<file path="src/rtl/detect_burst_4k.sv">
// Coalesces a stream of beat addresses into AXI-style bursts.
// Bursts never cross a 2^BoundaryLog byte boundary and are flushed after an idle timeout.
module detect_burst_4k #(
  parameter int AddrWidth         = 64,
  parameter int DataWidthBytesLog = 6,
  parameter int WaitTimeWidth     = 4,
  parameter int BurstLenWidth     = 8,
  parameter int BoundaryLog       = 12
) (
  input  logic                               clk,
  input  logic                               rst_n,
  input  logic [WaitTimeWidth-1:0]           max_wait_time,
  input  logic [BurstLenWidth-1:0]           max_burst_len,
  input  logic [AddrWidth-1:0]               addr_dout,
  input  logic                               addr_empty_n,
  output logic                               addr_read,
  output logic [BurstLenWidth+AddrWidth-1:0] addr_din,
  input  logic                               addr_full_n,
  output logic                               addr_write,
  output logic [BurstLenWidth-1:0]           burst_len_din,
  input  logic                               burst_len_full_n,
  output logic                               burst_len_write
);

  typedef enum logic {IDLE, ACCUM} state_t;

  localparam logic [AddrWidth-1:0] Beat = {{(AddrWidth-1){1'b0}}, 1'b1} << DataWidthBytesLog;

  state_t                   state;
  logic [AddrWidth-1:0]     base;
  logic [AddrWidth-1:0]     next_addr;
  logic [BurstLenWidth-1:0] len;
  logic [WaitTimeWidth-1:0] wait_cnt;

  logic extend;
  logic flush;
  logic emit;

  always_comb begin
    extend = 1'b0;
    flush  = 1'b0;
    emit   = 1'b0;
    if (state == ACCUM) begin
      extend = addr_empty_n && (addr_dout == next_addr) && (len < max_burst_len)
               && (next_addr[BoundaryLog-1:0] != '0);
      flush  = (addr_empty_n && !extend) || (!addr_empty_n && (wait_cnt >= max_wait_time));
      emit   = flush && addr_full_n && burst_len_full_n;
    end
  end

  // Handshakes are gated by rst_n so they read as zero while reset is held.
  always_comb begin
    addr_read       = 1'b0;
    addr_write      = 1'b0;
    burst_len_write = 1'b0;
    if (rst_n) begin
      if (state == IDLE) addr_read = addr_empty_n;
      else               addr_read = extend || (emit && addr_empty_n);
      addr_write      = emit;
      burst_len_write = emit;
    end
  end

  assign addr_din      = {len, base};
  assign burst_len_din = len;

  always_ff @(posedge clk or negedge rst_n) begin
    if (!rst_n) begin
      state     <= IDLE;
      base      <= '0;
      next_addr <= '0;
      len       <= '0;
      wait_cnt  <= '0;
    end else begin
      case (state)
        IDLE: begin
          if (addr_empty_n) begin
            base      <= addr_dout;
            next_addr <= addr_dout + Beat;
            len       <= '0;
            wait_cnt  <= '0;
            state     <= ACCUM;
          end
        end
        ACCUM: begin
          if (extend) begin
            len       <= len + 1'b1;
            next_addr <= next_addr + Beat;
            wait_cnt  <= '0;
          end else if (emit) begin
            // Back-to-back: the address that broke the burst opens the next one.
            if (addr_empty_n) begin
              base      <= addr_dout;
              next_addr <= addr_dout + Beat;
              len       <= '0;
              wait_cnt  <= '0;
            end else begin
              state <= IDLE;
            end
          end else if (!addr_empty_n && (wait_cnt < max_wait_time) && (wait_cnt != '1)) begin
            wait_cnt <= wait_cnt + 1'b1;
          end
        end
        default: state <= IDLE;
      endcase
    end
  end

endmodule

</file>
<file path="config.mk">
export PLATFORM = sky130hd
export DESIGN_NAME = detect_burst_4k
export DESIGN_NICKNAME = d
export VERILOG_FILES = /design/src/rtl/detect_burst_4k.sv
export SDC_FILE = /design/constraint.sdc
export NUM_CORES = 1
export LEC_CHECK = 0
export ABC_AREA = 1
export BUFFER_PORTS_ARGS = -buffer_cell sky130_fd_sc_hd__buf_2
export CAP_MARGIN = 20
export CORE_ASPECT_RATIO = 0.75
export CORE_UTILIZATION = 30
export CTS_BUF_LIST = sky130_fd_sc_hd__clkbuf_8
export DETAILED_ROUTE_END_ITERATION = 16
export GPL_TIMING_DRIVEN = 0
export MAX_ROUTING_LAYER = met4
export PLACE_DENSITY = 0.51
export REMOVE_ABC_BUFFERS = 1
export SYNTH_ARGS = -nofsm -noshare
export SYNTH_HDL_FRONTEND = slang
export SYNTH_SLANG_ARGS = --single-unit
</file>
<file path="constraint.sdc">
create_clock -name clk -period 6 [get_ports clk]
set_input_delay 1.2 -clock clk [delete_from_list [all_inputs] [get_ports clk]]
set_output_delay 1.2 -clock clk [all_outputs]
set_load 0.01 [all_outputs]
</file>
==> flow_summary.yaml, run 1 <==
timing:
  fin_crit_sh_pct: 82.01
  rsz0062_at_grt: "false"
  skew_ns: 0.02293
  max_freq_mhz: 203.2
  hold_ws_ns: 0.4808
  fin_crit_ns: 4.920
  worst_pin_slew_ns: 1.158
  finalMaxSlewViolations: 0
  hold_violations: 0
  slew_headroom_pct: 22.72
  setup_violations: 0
  fin_ws_ns: 1.080
grt:
  globalRouteOverflowTotal: 0
  track_usage_pct: 21.88
  antenna_found_initial: 4
  grt_pass1_vias: 9757
  grt_max_degree: 137
  grt_pass1_wl_mm: 57.86
synthesis:
  synth_top_area_share_pct: 33.36
  synthCells: 1586
  async_flop_share_pct: 100.0
  synth_common_cells: "nand2_1 (494), inv_1 (176), dfrtp_1 (141), o21ai_0 (140), nor2_1 (134)"
  ys.warnings.count: 0
  yosysMostFrequentCell: "nand2_1"
  yosysSeqAreaShare_pct: 33.36
  synth_area_leaders: "dfrtp_1 (33%), nand2_1 (18%), o21ai_0 (6.6%)"
  synth_edf_count: 0
  syn_area_sq_um: 10580
  synth_cell_type_count: 39
  synth_area_leader_cell: "dfrtp_1"
  ys_seq_elements: 141
  avgSynthCellArea_sq_um: 6.669
  synth_flop_cell: "dfrtp_1"
layout:
  drive_gt1_share_pct: 17.90
  post-route-util_pct: 35.06
  areaGrowthSynthToFinish_pct: 15.00
  seqCellArea_sq_um: 3528
  fillCellCount: 3825
  fin_nets: 1810
  multi_input_area_sq_um: 5924
  fin_cells: 2187
  design_area_sq_um: 12160
setup_path:
  path_max_fanout: 47
  crit_arrival_ns: 3.72
  r2r_start: "burst_len_din[5]"
  worst_r2r_endpoint: "next_addr[26]"
  crit_end: "addr_read"
  worst-r2r-setup-slack_ns: 1.88
  critPathKind: "primary input to output port"
  cp-start-kind: "primary input"
  worstPathRequired_ns: 4.80
  worst_r2r_path_depth: 14
  worst_setup_path_end_kind: "output port"
  startpoint: "max_burst_len[5]"
placed_design:
  place_inst: 2151
  numPortBuffers: 163
  pre_cts_ws_ns: 1.052
  hpwl_mm: 28.61
  gp_congestion: 0.9341
  placedInstanceArea_sq_um: 11720
cts:
  cts_setup_buffers: 0
  cts.htree.levels: 4
  clk_latency_ns: 0.49
  holdBufCountCts: 0
  cts_tree: "done"
  cts_buffers: 17
  clk_pin_slew_ns: 0.07
  clock-sinks: 141
  ctsResizeCount: 0
  ctsRootBufferMaster: "clkbuf_8"
  clockBufferDepth: 2
pwr:
  p_leak_nw: 5.910
  power.density_nw_per_um2: 338.3
  irDropWorstVdd_mv: 0.1978
floorplan:
  coreArea_sq_um: 34700
  ios: 164
  dieHeight_um: 164.6
  rows: 59
  initial_core_util_pct: 30.48
  die_area_sq_um: 36020
  die_w_um: 218.8
status:
  violations: "design-rule violations"
  outcome: "finished with violations"
detailed_routing:
  drt_pass1_iterations: 10
  vias: 10614
  ant_nets: 0
  drt_first_iter_violations: 999
  drc_errors: 2
  wirelength_mm: 37.46
  via_per_inst: 4.853
  wl_per_cell_um: 17.13
worst_hold_path:
  hp-start: "base[35]"
  hold_depth: 2
  min_path_type: "register to register"
run:
  maxCapViolCount: 0
-- layout by cell type, fill, tap and decap left out, types with 13 or more instances in the layout --
master / n
a21oi_1: 17
o21ai_2: 30
inv_2: 21
clkbuf_8: 21
ha_1: 16
nand3_1: 109
xor2_1: 58
inv_1: 177
o21ai_0: 140
xnor2_1: 13
nor3_1: 45
dfrtp_1: 141
buf_2: 161
o211ai_1: 14
nand2_1: 494
nand2_2: 36
nor2_1: 134
nand4_1: 32
-- sequential cells by signal, indices dropped and copies added (netlist names) --
name / cells
wait_cnt: 4
next_addr: 64
state: 1
base: 64
burst_len_din: 8
-- area by class of cell --
| cell class | count | area share [%] |
|---|---|---|
| Multi-Input combinational cell | 1186 | 48.71 |
| Timing Repair Buffer | 168 | 7.818 |
| Tap cell | 457 | 4.701 |
| Sequential cell | 141 | 29.01 |
| Clock buffer | 21 | 2.376 |
| Inverter | 199 | 6.141 |
| Antenna cell | 4 | 0.08230 |
| Clock inverter | 11 | 1.162 |
-- power by group --
| group | leakage [nW] | total, mW | internal (mW) | switching (mW) |
|---|---|---|---|---|
| logic | 3.93 | 1.59 | 0.614 | 0.972 |
| clock network | 0.213 | 0.868 | 0.452 | 0.416 |
| registers | 1.77 | 1.66 | 1.32 | 0.341 |
| total | 5.91 | 4.11 | 2.39 | 1.73 |
-- worst min-delay path by stage --
stage	endpoint	slack [ns]
floorplan	next_addr[0]	0.47
global route	base[35]	0.50
detailed placement	base[16]	0.46
CTS	base[35]	0.49
finish	base[35]	0.48
global placement	base[19]	0.46
-- logic make-up after synthesis --
family,Yosys count,synth area share [%]
adder cells (fa/ha/maj),16,1.893
buffers and inverters,259,10.62
XOR/XNOR,71,5.880
AO/OA/AOI/OAI,215,11.71
AND/OR/NAND/NOR,884,36.53
flip-flops,141,33.36
-- metal layers --
layer  vias up  routed length [um]  track usage (%)
met1      4966               19500            32.89
met5         -                   0                -
met3        17                2397            3.757
met4         0                 245            3.662
li1       5318                   -                -
met2       313               15320            30.51
-- critical path: stages --
cell,delay [ns]
buf_2,0.07
inv_1,0.04
ha_1,0.30
nand2_1,0.06
inv_1,0.03
o21ai_0,0.39
nand2_1,0.10
nor2_1,0.16
nand3_1,0.14
nor2_4,0.18
nand2_4,0.13
nand3_4,0.41
nand2_1,0.18
nor2_1,0.15
buf_2,0.15
-- stage by stage --
stage | total power, mW | TNS, ns
after global routing | 4.466 | 0
after detailed placement | 3.264 | 0
final | 4.115 | 0
after floorplan | 2.671 | 0
after global placement | 3.216 | -2.592
after CTS | 4.149 | 0
Note: power is estimated with default switching activity, not from simulation.
==> run 2, diff against run 1 <==
PLACE_DENSITY = 0.52   (was 0.51)
clock period = 4.5 ns   (was 6 ns; I/O delays follow)
==> run 2 against run 1 <==
Net effect: the flow now finishes without violations; clock power grew 23%; non-clock buffer count is 2 higher; routed wire length increased by 0.96%; global-route usage shrank 0.12 points; clock skew shrank 0.0051 ns; register-to-register slack worse by 0.93 ns; largest cell class unchanged.
==> flow_summary.yaml, run 2 (same netlist as run 1, synthesis figures left out) <==
setup_path:
  worstPathRequired_ns: 3.60
  r2r_start: "burst_len_din[5]"
  cp-start-kind: "primary input"
  critPathKind: "primary input to output port"
  worst_r2r_path_depth: 15
  worst_r2r_endpoint: "next_addr[36]"
  worst_setup_path_end_kind: "output port"
  worst-r2r-setup-slack_ns: 0.95
  path_max_fanout: 25
  crit_arrival_ns: 3.22
timing:
  max_freq_mhz: 242.6
  slew_headroom_pct: 28.38
  finalMaxSlewViolations: 0
  hold_violations: 0
  rsz0062_at_grt: "false"
  skew_ns: 0.01785
  worst_pin_slew_ns: 1.074
  finalSetupTns_ns: 0
  fin_crit_ns: 4.122
  hold_ws_ns: 0.3621
  setup_violations: 0
  fin_crit_sh_pct: 91.59
detailed_routing:
  wl_per_cell_um: 17.29
  vias: 10757
  drc_errors: 0
  wirelength_mm: 37.82
  drt_first_iter_violations: 1014
  drt_pass1_iterations: 10
  via_per_inst: 4.916
  ant_nets: 0
cts:
  ctsRootBufferMaster: "clkbuf_8"
  ctsResizeCount: 0
  holdBufCountCts: 0
  cts_buffers: 17
  clock-sinks: 141
  clk_pin_slew_ns: 0.10
  cts.htree.levels: 4
  cts_tree: "done"
  cts_setup_buffers: 0
  clk_latency_ns: 0.49
  clockBufferDepth: 2
floorplan:
  die_area_sq_um: 36020
  ios: 164
  rows: 59
  dieHeight_um: 164.6
  die_w_um: 218.8
  coreArea_sq_um: 34700
  initial_core_util_pct: 30.48
layout:
  final_cell_mix: "nand2_1 (494), inv_1 (175), buf_2 (161), dfrtp_1 (141), o21ai_0 (140)"
  fin_nets: 1813
  fillCellCount: 3783
  multi_input_area_sq_um: 5934
  drive_gt1_share_pct: 18.16
  final_common_cell: "nand2_1"
  seqCellArea_sq_um: 3528
  areaGrowthSynthToFinish_pct: 15.02
pwr:
  p_leak_nw: 5.909
  internal-power_mw: 3.066
  irDropWorstVdd_mv: 0.2102
  comb_power_share_pct: 39.2
  power_switching_mw: 2.342
  seqPwrFrac_pct: 41.0
  swShare_pct: 43.31
  p_clk_share_pct: 19.7
  power.density_nw_per_um2: 444.5
grt:
  grt_pass1_vias: 9894
  globalRouteOverflowTotal: 0
  grt_pass1_wl_mm: 57.86
  antenna_found_initial: 2
  grt_max_degree: 137
  track_usage_pct: 21.76
worst_hold_path:
  min_path_type: "primary input to asynchronous set/reset pin"
placed_design:
  numPortBuffers: 163
  gp_congestion: 0.9510
  hpwl_mm: 28.47
run:
  maxCapViolCount: 0
status:
  outcome: "complete, no violations"
## run 2: worst max path at each step
stage	endpoint	slack [ns]	from	cells past startpoint
floorplan	addr_read	0.79	max_burst_len[5]	13
finish	addr_read	0.38	max_burst_len[5]	15
CTS	addr_read	0.12	max_burst_len[5]	15
global placement	next_addr[10]	-1.33	addr_empty_n	10
detailed placement	wait_cnt[1]	0.08	max_burst_len[7]	16
global route	addr_read	0.12	burst_len_din[5]	13
## run 2: area by class of cell
class                   count  area share (%)
inverters                 199           6.140
flip-flops and latches    141           29.00
clock buffers              20           2.263
repair buffers            170           8.146
well taps                 457           4.700
diodes                      2         0.04114
clock inverters            12          0.9256
multi-input cells        1187           48.78
## run 2: per-stage QoR
stage / total power [mW] / util (%) / std cells / instance area (sq um) / setup WS, ns
floorplan: 3.562 / - / 1526 / 10200 / 0.7902
global placement: 4.286 / 33.40 / 2146 / 11590 / -1.327
detailed placement: 4.347 / 33.84 / 2152 / 11740 / 0.08236
CTS: 5.445 / 34.96 / 2184 / 12130 / 0.1195
global route: 5.894 / 35.06 / 2188 / 12170 / 0.1233
finish: 5.408 / 35.06 / 2188 / 12170 / 0.3784
## run 2: per-layer routing
layer,vias to the layer above,routed length (um),global-route usage (%)
met4,0,303,3.693
li1,5311,-,-
met5,-,0,-
met3,25,2589,3.646
met1,5073,19240,32.59
met2,348,15690,30.55
## run 2: power by group through the flow
stage | registers [mW] | logic, mW | clock network, mW
after global routing | 2.29 | 2.45 | 1.15
after global placement | 2.22 | 2.06 | 0
final | 2.22 | 2.12 | 1.07
after floorplan | 2.26 | 1.30 | 0
after CTS | 2.21 | 2.12 | 1.11
after detailed placement | 2.23 | 2.11 | 0
## run 2: worst max-delay path, stage by stage
cell and delay, ns:
buf_2 0.07, inv_1 0.03, ha_1 0.29, nand2_1 0.06, inv_1 0.03, o21ai_0 0.33, nand2_1 0.10, nor2_1 0.16
nand3_1 0.14, nor2_4 0.18, nand2_4 0.15, nand3_4 0.31, nand2_1 0.16, nor2_1 0.14, buf_2 0.15
